===== src/rtl/turn_sequencer.sv =====
// turn_sequencer: menu / player / enemy round controller with HP tracking.
// Optional `TURN_TIMEOUT_EN: frame-based player turn timeout.
module turn_sequencer #(
  parameter logic [7:0]  PLAYER_HP_INIT      = 8'd100,
  parameter logic [7:0]  ENEMY_HP_INIT       = 8'd100,
  parameter logic [15:0] TURN_TIMEOUT_FRAMES = 16'd1800
) (
  input  logic       clk,
  input  logic       rst,
  input  logic       new_frame_in,
  input  logic       menu_finish_in,
  input  logic       player_finish_in,
  input  logic       enemy_finish_in,
  input  logic [7:0] player_dmg_in,
  input  logic [7:0] enemy_dmg_in,
  output logic [3:0] state_out,
  output logic       start_out,
  output logic       round_rst_out,
  output logic [7:0] player_hp_out,
  output logic [7:0] enemy_hp_out,
  output logic [7:0] round_out,
  output logic       winner_out
);

  typedef enum logic [2:0] {
    S_MENU,
    S_PLAYER,
    S_P_RES,
    S_ENEMY,
    S_E_RES,
    S_ROUND_END,
    S_OVER
  } state_t;

  localparam logic [3:0] CODE_MENU   = 4'b0000;
  localparam logic [3:0] CODE_PLAYER = 4'b0001;
  localparam logic [3:0] CODE_ENEMY  = 4'b1000;
  localparam logic [3:0] CODE_OVER   = 4'b0010;

  state_t     st;
  logic       menu_q;
  logic       player_q;
  logic       enemy_q;
  logic       menu_ev;
  logic       player_ev;
  logic       enemy_ev;
  logic       boot;
  logic [7:0] dmg;
  logic [7:0] ehp_next;
  logic [7:0] php_next;
  logic       timeout;

  function automatic logic [7:0] sat_sub(
    input logic [7:0] hp,
    input logic [7:0] d
  );
    return (d >= hp) ? 8'd0 : hp - d;
  endfunction

  assign ehp_next = sat_sub(enemy_hp_out, dmg);
  assign php_next = sat_sub(player_hp_out, dmg);

  // Registered rising-edge detectors on the sub-block finish levels
  always_ff @(posedge clk or negedge rst) begin
    if (!rst) begin
      menu_q    <= 1'b0;
      player_q  <= 1'b0;
      enemy_q   <= 1'b0;
      menu_ev   <= 1'b0;
      player_ev <= 1'b0;
      enemy_ev  <= 1'b0;
    end else begin
      menu_q    <= menu_finish_in;
      player_q  <= player_finish_in;
      enemy_q   <= enemy_finish_in;
      menu_ev   <= menu_finish_in & ~menu_q;
      player_ev <= player_finish_in & ~player_q;
      enemy_ev  <= enemy_finish_in & ~enemy_q;
    end
  end

`ifdef TURN_TIMEOUT_EN
  logic [15:0] frame_cnt;

  assign timeout = (frame_cnt == TURN_TIMEOUT_FRAMES);

  // Frames spent in the current player turn; zero whenever outside PLAYER
  always_ff @(posedge clk or negedge rst) begin
    if (!rst) begin
      frame_cnt <= 16'd0;
    end else if (st != S_PLAYER) begin
      frame_cnt <= 16'd0;
    end else if (new_frame_in && !timeout) begin
      frame_cnt <= frame_cnt + 16'd1;
    end
  end
`else
  logic unused_ok;

  assign timeout   = 1'b0;
  assign unused_ok = &{1'b0, new_frame_in, TURN_TIMEOUT_FRAMES};
`endif

  // Phase FSM with registered state code, pulses, HP and round count
  always_ff @(posedge clk or negedge rst) begin
    if (!rst) begin
      st            <= S_MENU;
      state_out     <= CODE_MENU;
      start_out     <= 1'b0;
      round_rst_out <= 1'b0;
      player_hp_out <= PLAYER_HP_INIT;
      enemy_hp_out  <= ENEMY_HP_INIT;
      round_out     <= 8'd0;
      winner_out    <= 1'b0;
      dmg           <= 8'd0;
      boot          <= 1'b1;
    end else begin
      boot          <= 1'b0;
      start_out     <= boot;
      round_rst_out <= 1'b0;
      unique case (st)
        S_MENU: begin
          if (menu_ev) begin
            st            <= S_PLAYER;
            state_out     <= CODE_PLAYER;
            start_out     <= 1'b1;
            player_hp_out <= PLAYER_HP_INIT;
            enemy_hp_out  <= ENEMY_HP_INIT;
          end
        end
        S_PLAYER: begin
          if (player_ev) begin
            dmg <= player_dmg_in;
            st  <= S_P_RES;
          end else if (timeout) begin
            dmg <= 8'd0;
            st  <= S_P_RES;
          end
        end
        S_P_RES: begin
          enemy_hp_out <= ehp_next;
          if (ehp_next == 8'd0) begin
            st         <= S_OVER;
            state_out  <= CODE_OVER;
            winner_out <= 1'b1;
          end else begin
            st        <= S_ENEMY;
            state_out <= CODE_ENEMY;
            start_out <= 1'b1;
          end
        end
        S_ENEMY: begin
          if (enemy_ev) begin
            dmg <= enemy_dmg_in;
            st  <= S_E_RES;
          end
        end
        S_E_RES: begin
          player_hp_out <= php_next;
          if (php_next == 8'd0) begin
            st         <= S_OVER;
            state_out  <= CODE_OVER;
            winner_out <= 1'b0;
          end else begin
            st            <= S_ROUND_END;
            state_out     <= CODE_ENEMY;
            round_rst_out <= 1'b1;
          end
        end
        S_ROUND_END: begin
          if (round_out != 8'hFF) begin
            round_out <= round_out + 8'd1;
          end
          st        <= S_PLAYER;
          state_out <= CODE_PLAYER;
          start_out <= 1'b1;
        end
        S_OVER: begin
          if (menu_ev) begin
            st            <= S_MENU;
            state_out     <= CODE_MENU;
            start_out     <= 1'b1;
            round_rst_out <= 1'b1;
            round_out     <= 8'd0;
            winner_out    <= 1'b0;
          end
        end
        default: begin
          st        <= S_MENU;
          state_out <= CODE_MENU;
        end
      endcase
    end
  end

endmodule


===== config.mk =====
export PLATFORM = sky130hd
export DESIGN_NAME = turn_sequencer
export DESIGN_NICKNAME = d
export VERILOG_FILES = /design/src/rtl/turn_sequencer.sv
export SDC_FILE = /design/constraint.sdc
export NUM_CORES = 1
export LEC_CHECK = 0
export BUFFER_PORTS_ARGS = -buffer_cell sky130_fd_sc_hd__buf_2
export CAP_MARGIN = 30
export CORE_MARGIN = 3
export CORE_UTILIZATION = 56
export DETAILED_ROUTE_END_ITERATION = 6
export GPL_ROUTABILITY_DRIVEN = 0
export MAX_ROUTING_LAYER = met4
export PLACE_DENSITY = 0.84
export RECOVER_POWER = 50
export SLEW_MARGIN = 15
export SYNTH_ARGS = -nofsm -noshare
export SYNTH_HDL_FRONTEND = slang
export SYNTH_SLANG_ARGS = --single-unit

===== constraint.sdc =====
create_clock -name clk -period 3.24 [get_ports clk]
set_input_delay 0.648 -clock clk [delete_from_list [all_inputs] [get_ports clk]]
set_output_delay 0.648 -clock clk [all_outputs]
set_load 0.02 [all_outputs]

### Word level (Yosys, flattened, before mapping)

Cells that the tools add are included.

| word-level totals | value |
|---|---|
| input bits | 22 |
| logic and storage cells | 92 |
| output and inout port bits | 31 |
| flip-flop bits (word level) | 49 |

| cells by class | value |
|---|---|
| muxes and demuxes | 33 |
| bitwise gates (word level) | 7 |
| equal/unequal tests | 14 |
| order comparisons | 2 |
| reduce and logical (&&, ||, !) cells | 17 |
| $add $sub $neg | 3 |

Operator list:

| operator | count |
|---|---|
| one-hot mux 8 bit (2 select lines) | 4 |
| two-way mux 8 bit | 7 |
| one-hot mux 4 bit (6 select lines) | 1 |
| one-hot mux 3 bit (7 select lines) | 1 |
| >= comparator 8 bit | 2 |
| logical NOT 8 bit | 2 |
| two-way mux 4 bit | 4 |
| subtractor 8 bit | 2 |
| two-way mux 3 bit | 5 |
| != test 2 bit (second input constant) | 7 |
| equality test 3 bit (second input constant) | 3 |
| AND reduction 3 bit | 3 |
| adder 8 x 1 -> 8 bit (second input constant) | 1 |
| != test 8 bit (second input constant) | 1 |
| AND reduction 4 bit | 2 |
| nonzero test 2 bit | 4 |
| two-way mux 1 bit | 7 |
| equality test 3 x 2 -> 1 bit (second input constant) | 2 |
| one-hot mux 1 bit (3 select lines) | 2 |
| NOT 1 bit | 4 |
| AND reduction 2 bit | 2 |
| OR reduction 2 bit | 2 |
| bitwise AND 1 bit | 3 |
| equality test 3 x 1 -> 1 bit (second input constant) | 1 |
| other kinds (4) | 4 |

### Depth between registers and ports, before layout

Gate-level depths: netlist of the first run.

| depth | value |
|---|---|
| depth after elaboration | 5 |
| mapped depth | 11 |
| mapped depth without buffers | 10 |

### Least setup slack after synthesis of the first run

OpenSTA, ideal clock, no wires.

| timing path | value |
|---|---|
| path kind | flip-flop to flip-flop |
| start point | reg enemy_hp_out[0] |
| end point | reg state_out[1] |
| setup time | 126 ps |
| data arrival time | 2603 ps |
| buffers on the path | 0 |
| setup slack | 511 ps |
| cell stages (with the launch flop) | 11 |
| data required time | 3114 ps |
| cell sequence | dfrtp_1 inv_1 ha_1 inv_1 fa_1 a21o_1 a21oi_4 or4b_1 and4b_4 a41o_1 a221o_1 |

| between the ends | value |
|---|---|
| longest elaborated chain between the ends | 5 |
| elaborated cells on any way between the ends | 6 |

RTL lines:

| what | line | RTL |
|---|---|---|
| start, declared | 20 | `output logic [7:0] enemy_hp_out,` |
| start signal, assigned | 141 | `enemy_hp_out <= ehp_next;` |
| subtractor 8 bit or >= comparator 8 bit (tied branches) | 57 | `return (d >= hp) ? 8'd0 : hp - d;` |
| two-way mux 8 bit * | 57 |  |
| logical NOT 8 bit * | 142 | `if (ehp_next == 8'd0) begin` |
| two-way mux 4 bit * | 142 |  |
| one-hot mux 4 bit (6 select lines) * | 121 | `unique case (st)` |
| end signal, assigned | 125 | `state_out <= CODE_PLAYER;` |
| end signal, assigned | 144 | `state_out <= CODE_OVER;` |
| end signal, assigned | 148 | `state_out <= CODE_ENEMY;` |
| end, declared | 16 | `output logic [3:0] state_out,` |

Mark *: on every way between the ends. The rest lies on a longest branch, timed or not.
A chain may end at the register's enable or synchronous reset.

### Final worst setup path of the first run

Ends and elaborated chain as after synthesis.

==> results of run 1 <==
==> per-layer routing <==
layer | vias up | wire [um] | global-route usage
li1 | 1249 | - | -
met1 | 1224 | 3051 | 0.3191
met2 | 94 | 3186 | 0.3854
met3 | 17 | 371 | 0.03401
met4 | 0 | 164 | 0.08247
met5 | - | 0 | -
==> cell type report <==
type | count | area (sq um) | share of cell area
clock buffer | 6 | 82.58 | 0.02460
sequential | 48 | 1210 | 0.3604
timing repair buffer | 51 | 242.7 | 0.07231
multi-input combinational | 237 | 1640 | 0.4886
clock inverter | 2 | 15.01 | 0.004473
inverter | 22 | 82.58 | 0.02460
tap | 67 | 83.83 | 0.02497
==> power by group <==
part	leakage [uW]	switching [uW]	internal [uW]
sequential	0.000601	227	833
clock	0.0000434	199	173
combinational	0.000948	1590	1090
==> cell usage in the layout (no fill, tap or decap), types with 3 or more instances in the layout <==
cell type / instances
nand4_1: 5
nand2b_1: 4
a211oi_1: 3
dfstp_2: 7
dfrtp_1: 41
a22o_1: 5
nor2b_1: 10
a21oi_1: 11
o21a_1: 4
mux2i_1: 10
ha_1: 17
a221o_1: 3
a21o_1: 4
xnor2_1: 10
clkbuf_1: 10
nor3b_1: 3
o22a_1: 5
o22ai_1: 4
o31ai_1: 4
clkbuf_8: 6
nand2_1: 24
nor3_1: 10
nor2_1: 26
or3_1: 4
inv_1: 22
buf_2: 41
o211ai_1: 5
o21ai_0: 21
nand3_1: 7
==> critical path, delay by kind of cell (launching register included) <==
kind,cells,cell delay [ns]
AOI/OAI and AO/OA,4,0.96
adders and majority gates,2,0.57
buffers and inverters,2,0.15
DFF,1,0.39
and+or+nand+nor,2,0.66
==> logic make-up after synthesis <==
family,after synthesis,synth area share
multiplexers,10,0.03366
AND/OR/NAND/NOR,107,0.1872
AO/OA/AOI/OAI,87,0.2078
adder cells (fa/ha/maj),19,0.08498
XOR/XNOR,12,0.03534
flip-flops,48,0.4068
other,1,0.001261
buffers and inverters,33,0.04291
==> stage by stage <==
step | total power (uW) | instances
after floorplan | 3100 | 318
after global placement | 3602 | 424
after detailed placement | 3695 | 425
after CTS | 4100 | 433
after global routing | 4450 | 433
final | 4111 | 433
==> state kept, by name, indices dropped and copies added, names as in the netlist, 3 cells and up <==
| signal | flops |
|---|---|
| dmg | 8 |
| enemy_hp_out | 8 |
| player_hp_out | 8 |
| round_out | 8 |
| st | 3 |
| state_out | 3 |
==> final timing paths <==
kind,startpoint,end,slack [ns],cells past startpoint
max,enemy_hp_out[0],state_out[1],0.39,10
min,enemy_q,enemy_ev,0.40,1
max reg2reg,enemy_hp_out[0],state_out[1],0.39,10
min reg2reg,enemy_q,enemy_ev,0.40,1
max in group asynchronous,rst,dmg[4],0.80,2
min in group asynchronous,rst,round_out[5],0.48,1
==> results.md, run 1 <==
- Status: finished, violations left
- Failing checks: DRC, capacitance limit, slew limit
- Fin. max-slew vios: 31
- Synth area leader: dfrtp_1
- Vias in the first global route: 2,509
- # DRC: 2
- Antenna violations before repair: 0
- Most frequent cell after synthesis: dfrtp_1
- Via count: 2,584
- Synth Cell Area: 2974 sq um
- Clk sink count: 48
- Worst path max stage delay: 0.46 ns
- FFs w/ async S/R, synth: 1.000
- Setup WS post-layout: 0.3859 ns
- Pre-CTS WS: 0.4247 ns
- First-pass GRT wire length: 11,630 um
- Wire per inst: 15.64 um
- CP Class: reg -> reg
- Dominant synthesized flop cell: dfrtp_1
- Top area cells in the synthesized netlist: dfrtp_1 34%, ha_1 7.2%, dfstp_2 6.2%
- Crit end category: register
- Vias per cell: 5.968
- Synth top area share: 0.3450
- Root Buffer: clkbuf_8
- Area after DPL: 3287 sq um
- Antenna diode count: 0
- Layout Utilization: 0.6836
- Hold Vio Cnt, Final: 0
- H-tree depth: 2
- Worst hold margin: 0.3975 ns
- FF+latch count, synth: 48
- CP Cell Sequence: inv_1, ha_1, inv_1, fa_1, a21o_1, a21oi_4, or4b_1, and4b_4, a41o_1, a221o_1
- Rows: 25
- Synth cell types: 57
- Initial DRT Pass Iterations: 7
- Slowest cell on the critical path: or4b_1
- CTS tree: built
- Final setup vio count: 0
- GRT Overall Usage: 0.2413
- Hold Crit Class: reg -> reg
- Net count reported at finish: 406
- Core area: 4911 sq um
- Chip width: 78.88 um
- Post-synth EDFFs: 0
- CTS Buf Count: 5
- Clock latency on the worst-skew pair: 0.30 ns
- Crit path time final: 2.854 ns
- Setup TNS: 0 ns
- DRT iter0 DRCs: 130
- Fin area: 3357 sq um
- Max VDD drop: 0.0005081 V
- Clk slew on worst S/H paths: 0.09 ns
- Share of layout cells above drive strength 1: 0.1721
- CTS Buffer Depth: 2
- Startpoint types: register
- # Max-Cap Violations: 1
- Synth warnings: 0
- I/O Buffers: 50
- FMAX: 350.4 MHz
- Dpl hpwl: 5183 um
- Actual slew at the worst max-slew pin: 1.559 ns
- Leakage: 0.001592 uW
- Die area: 6221 sq um
- Crit Path Max Fanout: 4
- Cells after synthesis: 317
- Slew HR: -0.03956
- Syn-to-layout area delta: 12.87%
- Clock skew: 0.005223 ns
- Power density over the cells: 1224 nW/um^2
- Final ANT Viol Nets: 0
- GR Overflow Total: 0
- Pin count of the biggest net entering global routing: 31
- Worst path most repeated cell: inv_1
- CP arrival: 3.04 ns
- Starting Density: 0.6056
- Post-CTS Hold Buffers: 0
- I/O pin count: 53
- Synth top cells by count: 41 x dfrtp_1, 26 x nor2_1, 24 x nand2_1
- Post-CTS resize count: 0
- DRT Wirelength: 6773 um
- Die span in y: 78.88 um
- Syn Area/Cell: 9.382 sq um
- RSZ-0062 raised after global routing: no
- Fillers: 401
- Post-synthesis sequential area ratio: 0.4068
- Final worst path period share: 0.8809
- Postcts setup bufs: 0
- WP data required: 3.43 ns
Power figures use the tool's default switching activity.
==> inputs of run 2 (changes only) <==
--- a/config.mk
+++ b/config.mk
@@ -8,11 +8,11 @@
 export BUFFER_PORTS_ARGS = -buffer_cell sky130_fd_sc_hd__buf_2
 export CAP_MARGIN = 30
 export CORE_MARGIN = 3
-export CORE_UTILIZATION = 56
+export CORE_UTILIZATION = 51
 export DETAILED_ROUTE_END_ITERATION = 6
 export GPL_ROUTABILITY_DRIVEN = 0
 export MAX_ROUTING_LAYER = met4
-export PLACE_DENSITY = 0.84
+export PLACE_DENSITY = 0.81
 export RECOVER_POWER = 50
 export SLEW_MARGIN = 15
 export SYNTH_ARGS = -nofsm -noshare
==> constraint.sdc (replaced) <==
create_clock -name clk -period 2.57 [get_ports clk]
set_input_delay 0.514 -clock clk [delete_from_list [all_inputs] [get_ports clk]]
set_output_delay 0.514 -clock clk [all_outputs]
set_load 0.02 [all_outputs]
==> results.md, run 2 (synthesis results as in run 1) <==
- Status: finished, violations left
- Failing checks: setup timing
- Depth of the worst hold-timing path: 1
- Slew HR: 0.2386
- Starting Density: 0.5336
- Pin count of the biggest net entering global routing: 49
- Setup WS post-layout: -0.01773 ns
- Fillers: 471
- Antenna diode count: 0
- # Max-Cap Violations: 0
- Dpl hpwl: 5202 um
- I/O Buffers: 50
- First-pass GRT wire length: 11,270 um
- Placed instance count: 440
- Non-Filler Instances: 450
- Die span in y: 82.37 um
- Syn-to-layout area delta: 18.89%
- CP Class: reg -> reg
- Clock latency on the worst-skew pair: 0.31 ns
- Reg2reg path depth: 10
- Share of layout cells above drive strength 1: 0.2487
- RSZ-0062 raised after global routing: yes
- Crit Path Max Fanout: 2
- GR Overflow Total: 0
- Crit end category: register
- DRT Wirelength: 7015 um
- DRT iter0 DRCs: 136
- Wire per inst: 15.59 um
- Core area: 5574 sq um
- Final ANT Viol Nets: 0
- Initial DRT Pass Iterations: 5
- GRT Overall Usage: 0.2221
- Worst hold margin: 0.3204 ns
- H-tree depth: 2
- Die area: 6784 sq um
- I/O pin count: 53
- Fin. max-slew vios: 0
- Post-CTS Hold Buffers: 0
- Commonest non-fill, non-tap cell in the layout: buf_2
- Chip width: 82.37 um
- Final setup vio count: 1
- Area after DPL: 3359 sq um
- FMAX: 386.4 MHz
- WP data required: 2.78 ns
- Startpoint types: register
- # DRC: 0
- Crit path time final: 2.588 ns
- Rows: 27
- Final worst path period share: 1.007
- Clock skew: 0.006583 ns
- CP arrival: 2.79 ns
- Vias per cell: 5.896
- CTS tree: built
- Clk sink count: 48
- Via count: 2,653
- Root Buffer: clkbuf_8
- Net count reported at finish: 418
- CTS Buf Count: 5
- Actual slew at the worst max-slew pin: 1.142 ns
- Pre-CTS WS: -0.05417 ns
- Fin area: 3536 sq um
- Hold Vio Cnt, Final: 0
- Clk slew on worst S/H paths: 0.10 ns
- Vias in the first global route: 2,359
- CTS Buffer Depth: 2
- Antenna violations before repair: 0
- Hold Crit Class: in -> reg
- Commonest cells after routing, fill and taps aside: 44 x buf_2, 40 x dfrtp_1, 26 x nor2_1
run 2: path summary, 6_finish.rpt:
kind / startpoint / end / slack (ns)
min in group asynchronous: rst / round_out[5] / 0.49
setup / recovery: enemy_hp_out[0] / state_out[1] / -0.02
hold reg to reg: menu_q / menu_ev / 0.39
max in group asynchronous: rst / enemy_hp_out[0] / 1.31
setup reg to reg: enemy_hp_out[0] / state_out[1] / -0.02
hold / removal: player_finish_in / player_q / 0.32
run 2: area by class of cell:
cell class                 instances  area, sq um  share of cell area
sequential                        48         1211              0.3425
timing repair buffer              63        341.6             0.09660
multi-input combinational        237         1714              0.4848
clock buffer                       6        82.58             0.02335
clock inverter                     2        13.76            0.003892
inverter                          22        82.58             0.02335
tap                               72        90.09             0.02548
run 2: metrics by stage:
stage | TNS (ns) | util
3_3_place_gp | 0 | 0.6027
6_report | -0.01773 | 0.6343
3_5_place_dp | -0.1622 | 0.6027
5_1_grt | -0.5840 | 0.6343
4_1_cts | -0.03884 | 0.6220
2_1_floorplan | -0.06817 | -
run 2: per-layer routing:
metal	GRT usage	wire length, um	vias to the layer above
met2	0.3301	3264	101
li1	-	-	1283
met5	-	0	-
met1	0.3160	3224	1256
met3	0.03579	398	13
met4	0.05814	129	0
run 2: worst max-delay path, cell delays in order (launching register included):
cell and delay [ns]:
dfrtp_2 0.42, inv_2 0.09, ha_4 0.14, inv_2 0.03
fa_2 0.33, a21o_1 0.19, a21oi_4 0.12, or4b_4 0.46
and4b_4 0.21, a41o_1 0.21, a221o_1 0.31
run 2: timing repair:
item / 4_1_cts / 5_1_grt
endpoints found under the setup margin: 6 / 10
endpoints found under the hold margin: 0 / 0
buffers inserted: 0 / 2
gates cloned: 0 / 0
gates resized for setup: 2 / 15
pin swaps: 1 / 6
Power of run 2 is left out: the tool's default activity adds up to more than one toggle a clock period on the data nets, which glitch-free logic cannot reach.
==> inputs of run 3 (changes only) <==
--- a/config.mk
+++ b/config.mk
@@ -7,7 +7,7 @@
 export LEC_CHECK = 0
 export BUFFER_PORTS_ARGS = -buffer_cell sky130_fd_sc_hd__buf_2
 export CAP_MARGIN = 30
-export CORE_MARGIN = 3
+export CORE_MARGIN = 5
 export CORE_UTILIZATION = 51
 export DETAILED_ROUTE_END_ITERATION = 6
 export GPL_ROUTABILITY_DRIVEN = 0
==> results.md, run 3 (synthesis results as in run 1) <==
- Status: finished, violations left
- Failing checks: setup timing
- DRT Wirelength: 7150 um
- Pin count of the biggest net entering global routing: 22
- First-pass GRT wire length: 12,060 um
- Commonest cells after routing, fill and taps aside: 45 x buf_2, 40 x dfrtp_1, 26 x nor2_1
- Clock latency on the worst-skew pair: 0.31 ns
- Startpoint types: register
- Clk slew on worst S/H paths: 0.09 ns
- H-tree depth: 2
- RSZ-0062 raised after global routing: yes
- Max VDD drop: 0.0009941 V
- Worst path max stage delay: 0.46 ns
- Initial DRT Pass Iterations: 5
- Setup WS post-layout: -0.1509 ns
- Rows: 27
- Chip width: 86.37 um
- Root Buffer: clkbuf_8
- Via count: 2,687
- Final worst path period share: 1.059
- Hold Vio Cnt, Final: 0
- Wire per inst: 15.89 um
- I/O Buffers: 50
- Hold Crit Class: in -> async
- Dpl hpwl: 5434 um
- WP data required: 2.74 ns
- Share of layout cells above drive strength 1: 0.2354
- Layout Utilization: 0.6355
- CP arrival: 2.90 ns
- Power density over the cells: 1627 nW/um^2
- FMAX: 367.5 MHz
- Die span in y: 86.37 um
- Reg2reg setup slack: -0.15 ns
- Crit Path Max Fanout: 3
- DRT iter0 DRCs: 171
- Commonest non-fill, non-tap cell in the layout: buf_2
- Fin. max-slew vios: 0
- # Max-Cap Violations: 0
- Syn-to-layout area delta: 19.10%
- CTS Buffer Depth: 2
- Core area: 5574 sq um
- Antenna violations before repair: 0
- Die area: 7459 sq um
- Slew HR: 0.2627
- GRT Overall Usage: 0.2075
- Post-CTS Hold Buffers: 0
- Starting Density: 0.5336
- Leakage: 0.001687 uW
- Vias per cell: 5.971
- GR Overflow Total: 0
- CTS Buf Count: 5
- Crit end category: register
- CP Class: reg -> reg
- Net count reported at finish: 418
- Clock skew: 0.007893 ns
- Final ANT Viol Nets: 0
- Slowest cell on the critical path: dfrtp_1
- Actual slew at the worst max-slew pin: 1.106 ns
- I/O pin count: 53
- Clk sink count: 48
- Pre-CTS WS: -0.05191 ns
- CTS tree: built
- Vias in the first global route: 2,588
- CP Cell Sequence: ha_1, inv_1, fa_1, xnor2_2, nand3b_1, a2111oi_1, nand4_1, buf_4, o21ai_2, o211ai_1
- Final setup vio count: 6
- # DRC: 0
- Antenna diode count: 0
- Crit path time final: 2.721 ns
-- run 3: where the power goes --
part / internal, uW / switching [uW]
registers: 1050 / 246
logic: 1660 / 2220
clock network: 318 / 261
-- run 3: area by class of cell --
class                      instances  area, sq um
clock buffer                       6        82.58
clock inverter                     2        38.79
fill                             482         2032
inverter                          22        82.58
multi-input combinational        237         1699
sequential                        48         1211
tap                               72        90.09
timing repair buffer              63        337.8
-- run 3: final timing paths --
| check | from | endpoint | depth (start not counted) |
|---|---|---|---|
| setup / recovery | dmg[0] | state_out[3] | 10 |
| hold / removal | rst | round_out[1] | 1 |
| setup reg to reg | dmg[0] | state_out[3] | 10 |
| hold reg to reg | enemy_q | enemy_ev | 1 |
| max in group asynchronous | rst | enemy_hp_out[0] | 2 |
| min in group clk | enemy_finish_in | enemy_q | 1 |
-- run 3: repair_timing --
item                       4_1_cts  5_1_grt
resized for setup                1       12
setup endpoints to repair        6       18
hold endpoints to repair         0        0
buffers inserted                 1        2
pin swaps                        1        6
-- run 3: per-layer routing --
| layer | global-route usage | vias up | wire length (um) |
|---|---|---|---|
| li1 | - | 1277 | - |
| met1 | 0.2759 | 1284 | 3189 |
| met2 | 0.3192 | 105 | 3340 |
| met3 | 0.03422 | 21 | 422 |
| met4 | 0.07790 | 0 | 198 |
| met5 | - | - | 0 |
-- run 3: stage by stage --
step | instances | hold slack [ns] | power [uW] | cell area (sq um) | TNS (ns)
floorplan | 318 | 0.2184 | 3914 | 2982 | -0.06817
global placement | 439 | 0.3700 | 4755 | 3352 | 0
detailed placement | 439 | 0.3739 | 4874 | 3352 | -0.1128
CTS | 448 | 0.03289 | 5529 | 3488 | -0.04185
global route | 450 | 0.1466 | 6256 | 3542 | -1.461
finish | 450 | 0.1178 | 5762 | 3542 | -0.7532
-- run 3: worst max-delay path, delay by kind of cell (launching register included) --
kind / cells / cell delay, ns
adder cells (fa/ha/maj): 2 / 0.67
AO/OA/AOI/OAI: 3 / 0.69
XOR/XNOR: 1 / 0.22
buffers and inverters: 2 / 0.26
flip-flops: 1 / 0.46
AND/OR/NAND/NOR: 2 / 0.29
